==> src/rtl/g16_inv_pipe.sv <==
// g16_inv_pipe: two-stage GF(16) inverter (normal basis) with valid/ready
// handshake and sideband tag. S1 holds the split nibble and the GF(4)
// inverse d; S2 holds the final inverse. done_cnt counts output transfers.
module g16_inv_pipe #(
   parameter int unsigned TAG_W = 4
) (
   input  logic             clk,
   input  logic             rst,
   input  logic             in_valid,
   output logic             in_ready,
   input  logic [3:0]       sq_scl_in,
   input  logic [3:0]       prod_in,
   input  logic [TAG_W-1:0] tag_in,
   output logic             out_valid,
   input  logic             out_ready,
   output logic [3:0]       inv_out,
   output logic [TAG_W-1:0] tag_out,
   output logic [7:0]       done_cnt
);

   // GF(4) square in normal basis is a bit swap; inverse equals square.
   function automatic logic [1:0] gf4_sq(input logic [1:0] g);
      return {g[0], g[1]};
   endfunction

   // Multiply by the norm constant N.
   function automatic logic [1:0] gf4_scl_n(input logic [1:0] g);
      return {g[0], g[1] ^ g[0]};
   endfunction

   function automatic logic [1:0] gf4_mul(input logic [1:0] u, input logic [1:0] v);
      logic e;
      e = (u[1] ^ u[0]) & (v[1] ^ v[0]);
      return {(u[1] & v[1]) ^ e, (u[0] & v[0]) ^ e};
   endfunction

   logic             s1_valid;
   logic [1:0]       s1_a;
   logic [1:0]       s1_b;
   logic [1:0]       s1_d;
   logic [TAG_W-1:0] s1_tag;
   logic             s2_valid;

   logic [3:0]       x;
   logic [1:0]       a;
   logic [1:0]       b;
   logic [1:0]       c;
   logic [1:0]       d;
   logic             s2_open;
   logic             accept;

   // First half of the inversion plus handshake decode.
   always_comb begin
      x        = sq_scl_in ^ prod_in;
      a        = x[3:2];
      b        = x[1:0];
      c        = gf4_scl_n(gf4_sq(a ^ b)) ^ gf4_mul(a, b);
      d        = gf4_sq(c);
      s2_open  = !s2_valid || out_ready;
      in_ready = !rst && (!s1_valid || s2_open);
      accept   = in_valid && in_ready;
   end

   // Stage 1: capture operand on acceptance, empty when S2 takes it.
   always_ff @(posedge clk) begin
      if (rst) begin
         s1_valid <= 1'b0;
         s1_a     <= '0;
         s1_b     <= '0;
         s1_d     <= '0;
         s1_tag   <= '0;
      end else if (accept) begin
         s1_valid <= 1'b1;
         s1_a     <= a;
         s1_b     <= b;
         s1_d     <= d;
         s1_tag   <= tag_in;
      end else if (s2_open) begin
         s1_valid <= 1'b0;
      end
   end

   // Stage 2: load from S1 when empty or draining; hold while stalled.
   always_ff @(posedge clk) begin
      if (rst) begin
         s2_valid <= 1'b0;
         inv_out  <= '0;
         tag_out  <= '0;
      end else if (s2_open) begin
         s2_valid <= s1_valid;
         if (s1_valid) begin
            inv_out <= {gf4_mul(s1_d, s1_b), gf4_mul(s1_d, s1_a)};
            tag_out <= s1_tag;
         end
      end
   end

   assign out_valid = s2_valid;

   // Count output transfers, wrapping naturally at 8 bits.
   always_ff @(posedge clk) begin
      if (rst) begin
         done_cnt <= '0;
      end else if (s2_valid && out_ready) begin
         done_cnt <= done_cnt + 8'd1;
      end
   end

endmodule
==> config.mk <==
export PLATFORM = sky130hd
export DESIGN_NAME = g16_inv_pipe
export DESIGN_NICKNAME = d
export VERILOG_FILES = /design/src/rtl/g16_inv_pipe.sv
export SDC_FILE = /design/constraint.sdc
export NUM_CORES = 1
export LEC_CHECK = 0
export ABC_CLOCK_PERIOD_IN_PS = 1350
export BUFFER_PORTS_ARGS = -buffer_cell sky130_fd_sc_hd__buf_2
export CAP_MARGIN = 20
export CORE_ASPECT_RATIO = 0.8
export CORE_MARGIN = 2
export CORE_UTILIZATION = 45
export DETAILED_ROUTE_END_ITERATION = 12
export PLACE_DENSITY_LB_ADDON = 0.2
export RECOVER_POWER = 100
export SETUP_SLACK_MARGIN = 0.02
export SYNTH_ARGS = -nofsm -noshare
export SYNTH_HDL_FRONTEND = slang
export SYNTH_SLANG_ARGS = --single-unit
==> constraint.sdc <==
create_clock -name clk -period 1.35 [get_ports clk]
set_input_delay 0.2025 -clock clk [delete_from_list [all_inputs] [get_ports clk]]
set_output_delay 0.2025 -clock clk [all_outputs]
set_load 0.01 [all_outputs]
==> reports/results.ini, run 1 <==
[drt]
wl_met3_um = 135
routed_via_density = 4.66
wl_met2_um = 1190
highest_layer = met4
drcViolationCount = 0
wl_um = 2570
num_vias = 1077
drt-wirelength-per-cell_um = 11.1
antenna_left = 0
wl_met1_um = 1230
firstDrtPassIters = 4
initialDrtViolationCount = 28

[layout]
drive_above_1_share_pct = 38.3
final_cells = 231
diodes = 0
fin_nets = 212
area_delta_synth_final_pct = 33.0

[setup_path]
critPathCaptureType = output pin
cp_cell_sequence = and2b_2, a21oi_2, buf_2
r2r-end = done_cnt[7]
start_kind = register
ff2ff_setup_slack_ns = 0.07
worstPathArrival_ns = 1.21
cp.required_ns = 1.15
slowest_delay_ns = 0.34
crit_slowest_cell = dfxtp_2
cp_max_fo = 5
reg2reg_from = done_cnt[3]
reg2regPathDepth = 4
worstSetupPathType = reg2out

[global_routing]
grt_pass1_wl_um = 4360
grt_max_degree = 29
grt_overflow = 0
antenna_found_initial = 0
grt_use_total_pct = 17.2
grt_pass1_vias = 997

[cts]
h-tree-depth = 1
cts.sinks = 28
clk_pin_slew_worst_paths_ns = 0.16
cts_tree = built
cts_hold_buf = 0
clock_latency_ns = 0.34
cts_max_path_buffers = 2
clockRootBuffer = clkbuf_4
cts-buffers-inserted = 3

[synth]
yosysMostFrequentCell = dfxtp_1
synth_cell_type_count = 28
synth_nets = 162
synth_area_sq_um = 1270
synthArstFlopShare_pct = 0
synth-warning-count = 0
ys.flop_type = dfxtp_1
synth_edf_count = 0
synth_seq_area_share_pct = 44.0
syn_area_per_cell_sq_um = 8.85
synth_top_area_share_pct = 44.0
synth-seq-cells = 28
synth_commonest_cells = dfxtp_1, nor2_1, nand2_1
yosys-top-cells-area = dfxtp_1, xnor2_1, nor2_1, nand2_1, xor2_1
synth_cells = 144
yosys.area.top_type = dfxtp_1

[floorplanning]
dieWidth_um = 63.5
dieArea_sq_um = 3280
die_h_um = 51.6
initial_core_util_pct = 46.8
ios = 34
core_area_sq_um = 2720
row_count = 17

[sta]
fmax_mhz = 707
fin_skew_ns = 0.0208
hold_violations = 0
maxSlewViolCount = 0
timing.final.ws_setup_ns = -0.0640
finalCritPeriodShare_pct = 105
period_needed_ns = 1.41
setup_viol = 1
max_slew_margin_pct = 80.8
tns_ns = -0.0640
tightest_slew_ns = 0.288
grt_setup_unrepaired = yes

[status]
status = complete, but fails checks
violations = negative setup slack

[placed_design]
place_inst = 220
dp_hpwl_um = 1910
globalplace.congestion = 0.744
portBuffers = 33

[min_path]
hold_depth = 3
hold_end = s1_tag[1]
min_from = tag_in[1]
holdCritPathClass = in2reg

[pwr]
power_density_nw_per_um2 = 1070
p_comb_share_pct = 19.8
leakagePower_nw = 0.736
seq_power_share_pct = 49.9
p_sw_mw = 0.464
internal_power_mw = 1.35
ir_drop_uv = 806
clkPwrFrac_pct = 30.3
swShare_pct = 25.5

[job]
drv_cap = 0

sequential cells by signal, summed over array words and instances, names as in the netlist:
signal	flops
done_cnt	8
inv_out	4
s1_tag	4
tag_out	4
s1_a	2
s1_b	2
s1_d	2
out_valid	1
s1_valid	1
power groups by stage:
stage,Combinational (mW),Clock (mW),Sequential (mW)
2_1_floorplan,0.234,0,0.928
3_3_place_gp,0.329,0,0.926
3_5_place_dp,0.340,0,0.929
4_1_cts,0.350,0.559,0.909
5_1_grt,0.397,0.588,0.914
6_report,0.361,0.550,0.907
how the worst max path moves through the flow:
| stage | start | end | slack (ns) | cells after the start |
|---|---|---|---|---|
| after floorplan | done_cnt[5] | done_cnt[7] | 0.03 | 4 |
| after global placement | prod_in[3] | s1_d[0] | -0.06 | 6 |
| after detailed placement | prod_in[3] | s1_d[0] | -0.1 | 6 |
| after CTS | out_valid | in_ready | -0.05 | 3 |
| after global routing | out_valid | in_ready | -0.12 | 3 |
| final | out_valid | in_ready | -0.06 | 3 |
routing by layer:
metal	vias to the layer above	track usage, %
li1	572	-
met1	480	21.9
met2	23	28.6
met3	2	5.19
met4	0	4.35
met5	-	0
through the flow:
step	util (%)	power (mW)	setup WS (ns)	hold slack, ns	cell area [sq um]
2_1_floorplan	-	1.16	0.0343	0.320	1280
3_3_place_gp	56.5	1.25	-0.0577	0.445	1540
3_5_place_dp	56.5	1.27	-0.0981	0.453	1540
4_1_cts	59.7	1.82	-0.0531	0.0741	1620
5_1_grt	62.3	1.90	-0.122	0.0940	1700
6_report	62.3	1.82	-0.0640	0.0813	1700
area by class of cell:
class / count / area, sq um
Sequential cell: 28 / 573
Timing Repair Buffer: 50 / 305
Clock inverter: 1 / 30.0
Fill cell: 256 / 1030
Multi-Input combinational cell: 109 / 709
Tap cell: 38 / 47.5
Inverter: 2 / 7.51
Clock buffer: 3 / 22.5
cells by family after synthesis:
kind of cell             synth area share (%)
adder cells (fa/ha/maj)                  1.96
XOR/XNOR                                 17.6
AO/OA/AOI/OAI                            7.75
multiplexers                             3.14
flip-flops                               44.0
AND/OR/NAND/NOR                          22.9
buffers and inverters                    2.75
critical path: cells and delay by family (launching register included):
family | cells | cell delay (ns)
AO/OA/AOI/OAI | 1 | 0.16
buffers and inverters | 1 | 0.15
flip-flops | 1 | 0.34
AND/OR/NAND/NOR | 1 | 0.24
cell usage in the layout, fill, tap and decap left out, types with 2 or more instances in the layout:
cell / Yosys / routed
a21oi_1: 10 / 9
nand2_2: 0 / 2
clkbuf_4: 0 / 3
nand3_1: 5 / 4
nand2_1: 23 / 21
a211oi_1: 4 / 4
buf_4: 2 / 16
nor2_1: 24 / 23
xor2_2: 3 / 3
ha_1: 2 / 2
dfxtp_2: 0 / 4
dfxtp_1: 28 / 22
inv_1: 2 / 2
xor2_1: 8 / 8
buf_2: 1 / 33
mux2i_1: 4 / 4
nor3_1: 2 / 2
xnor2_1: 12 / 12
dfxtp_4: 0 / 2
timing repair:
action / CTS / global route
setup endpoints to repair: 2 / 9
setup buffers: 3 / 4
pin swaps: 2 / 7
resized for setup: 3 / 10
gates cloned: 0 / 0
Note: power is estimated with default switching activity, not from simulation.
==> run 2, diff against run 1 <==
- PLACE_DENSITY: not set -> 0.73
- PLACE_DENSITY_LB_ADDON: 0.2 -> not set
- SKIP_LAST_GASP: not set -> 1
==> reports/results.ini, run 2 (synthesized netlist as in run 1, its figures left out) <==
[cts]
clockRootBuffer = clkbuf_4  ; unchanged
cts.sinks = 28  ; unchanged
cts_hold_buf = 0  ; unchanged
h-tree-depth = 1  ; unchanged
cts_tree = built  ; unchanged
clock_latency_ns = 0.34  ; about the same
cts-buffers-inserted = 3  ; unchanged
cts_max_path_buffers = 2  ; unchanged
clk_pin_slew_worst_paths_ns = 0.16  ; about the same

[placed_design]
dp_hpwl_um = 2040  ; was 1910 um
portBuffers = 33  ; unchanged
place_inst = 218  ; was 220
globalplace.congestion = 0.735  ; was 0.744

[sta]
hold_violations = 0  ; unchanged
fmax_mhz = 738  ; was 707 MHz
fin_skew_ns = 0.0160  ; was 0.0208 ns
period_needed_ns = 1.35  ; was 1.41 ns
max_slew_margin_pct = 82.0  ; was 80.8%
maxSlewViolCount = 0  ; unchanged
setup_viol = 2  ; was 1
finalCritPeriodShare_pct = 100  ; was 105%
tns_ns = -0.00502  ; was -0.0640 ns
grt_setup_unrepaired = yes  ; unchanged
tightest_slew_ns = 0.268  ; was 0.288 ns
timing.final.ws_setup_ns = -0.00438  ; was -0.0640 ns

[status]
status = complete, but fails checks  ; unchanged
violations = negative setup slack  ; unchanged

[floorplanning]
row_count = 17  ; unchanged
dieArea_sq_um = 3280  ; unchanged
die_h_um = 51.6  ; unchanged
initial_core_util_pct = 46.8  ; unchanged
core_area_sq_um = 2720  ; unchanged
dieWidth_um = 63.5  ; unchanged
ios = 34  ; unchanged

[job]
drv_cap = 0  ; unchanged

[drt]
drcViolationCount = 0  ; unchanged
antenna_left = 0  ; unchanged
wl_um = 2750  ; was 2570 um
drt-wirelength-per-cell_um = 12.0  ; was 11.1 um
routed_via_density = 4.80  ; was 4.66
num_vias = 1100  ; was 1,077
firstDrtPassIters = 4  ; unchanged
initialDrtViolationCount = 49  ; was 28

[min_path]
hold_depth = 3  ; unchanged
holdCritPathClass = in2reg  ; unchanged
hold_end = s1_tag[1]  ; unchanged
min_from = tag_in[1]  ; unchanged

[setup_path]
critPathCaptureType = output pin  ; unchanged
cp.required_ns = 1.15  ; about the same
cp_max_fo = 2  ; was 5
worstSetupPathType = reg2out  ; unchanged
reg2regPathDepth = 7  ; was 4
r2r-end = s1_a[1]  ; was done_cnt[7]
ff2ff_setup_slack_ns = -0.004  ; was 0.07 ns
worstPathArrival_ns = 1.15  ; was 1.21 ns
reg2reg_from = out_valid  ; was done_cnt[3]
start_kind = register  ; unchanged

[global_routing]
antenna_found_initial = 0  ; unchanged
grt_max_degree = 23  ; was 29
grt_use_total_pct = 17.3  ; was 17.2%
grt_pass1_wl_um = 4400  ; was 4360 um
grt_overflow = 0  ; unchanged
grt_pass1_vias = 1018  ; was 997

[layout]
fin_nets = 210  ; was 212
regMostFlops = done_cnt  ; unchanged
area_delta_synth_final_pct = 31.7  ; was 33.0%
layout_commonest_cell = buf_2  ; unchanged
final_cells = 229  ; was 231
drive_above_1_share_pct = 39.3  ; was 38.3%
diodes = 0  ; unchanged
largest_register_ffs = 8  ; unchanged
mostFrequentLayoutCells = buf_2, nor2_1, nand2_1, dfxtp_1, buf_4  ; was buf_2, nor2_1, dfxtp_1

[pwr]
ir_drop_uv = 770  ; was 806 uV
power_density_nw_per_um2 = 1090  ; was 1070 nW/um^2
leakagePower_nw = 0.726  ; was 0.736 nW

-- run 2: where the power goes --
group          switching [mW]  internal, mW
clock network           0.255         0.301
logic                   0.181         0.179
registers              0.0384         0.871
total                   0.474          1.35
-- run 2: through the flow --
stage          hold WS [ns]  power [mW]  instance area, sq um  worst slack (ns)  utilization [%]
5_1_grt              0.0762        1.90                  1680           -0.0890             61.7
2_1_floorplan         0.320        1.16                  1280            0.0343                -
3_3_place_gp          0.448        1.25                  1520           -0.0517             56.0
6_report             0.0851        1.82                  1680          -0.00438             61.7
4_1_cts              0.0721        1.83                  1640           -0.0336             60.1
3_5_place_dp          0.454        1.27                  1520           -0.0777             56.0
-- run 2: layer usage --
| layer | GRT usage, % | vias to the layer above | wire (um) |
|---|---|---|---|
| met2 | 31.4 | 24 | 1430 |
| met5 | 0 | - | 0 |
| li1 | - | 563 | - |
| met3 | 4.55 | 0 | 110 |
| met1 | 20.8 | 513 | 1210 |
| met4 | 3.26 | 0 | 0 |
-- run 2: how the worst max path moves through the flow --
stage / from / end / slack, ns / depth (start not counted)
global placement: prod_in[3] / s1_d[0] / -0.05 / 6
global route: out_valid / in_ready / -0.09 / 3
CTS: out_valid / in_ready / -0.03 / 3
floorplan: done_cnt[5] / done_cnt[7] / 0.03 / 4
finish: out_valid / in_ready / -0.004 / 3
detailed placement: prod_in[3] / s1_d[0] / -0.08 / 6
-- run 2: layout make-up --
class / count / area [sq um]
Sequential cell: 28 / 571
Clock inverter: 1 / 30.0
Inverter: 2 / 7.51
Multi-Input combinational cell: 109 / 723
Tap cell: 38 / 47.5
Fill cell: 241 / 1040
Timing Repair Buffer: 48 / 278
Clock buffer: 3 / 22.5
-- run 2: critical path: stages, from the launching register on --
cell and delay (ns):
dfxtp_2 0.34, and2b_2 0.20, a21oi_2 0.14, buf_2 0.15
-- run 2: what timing repair did --
item	4_1_cts	5_1_grt
endpoints found under the setup margin	2	21
resized for setup	3	12
buffers inserted	7	0
pin swaps	1	4
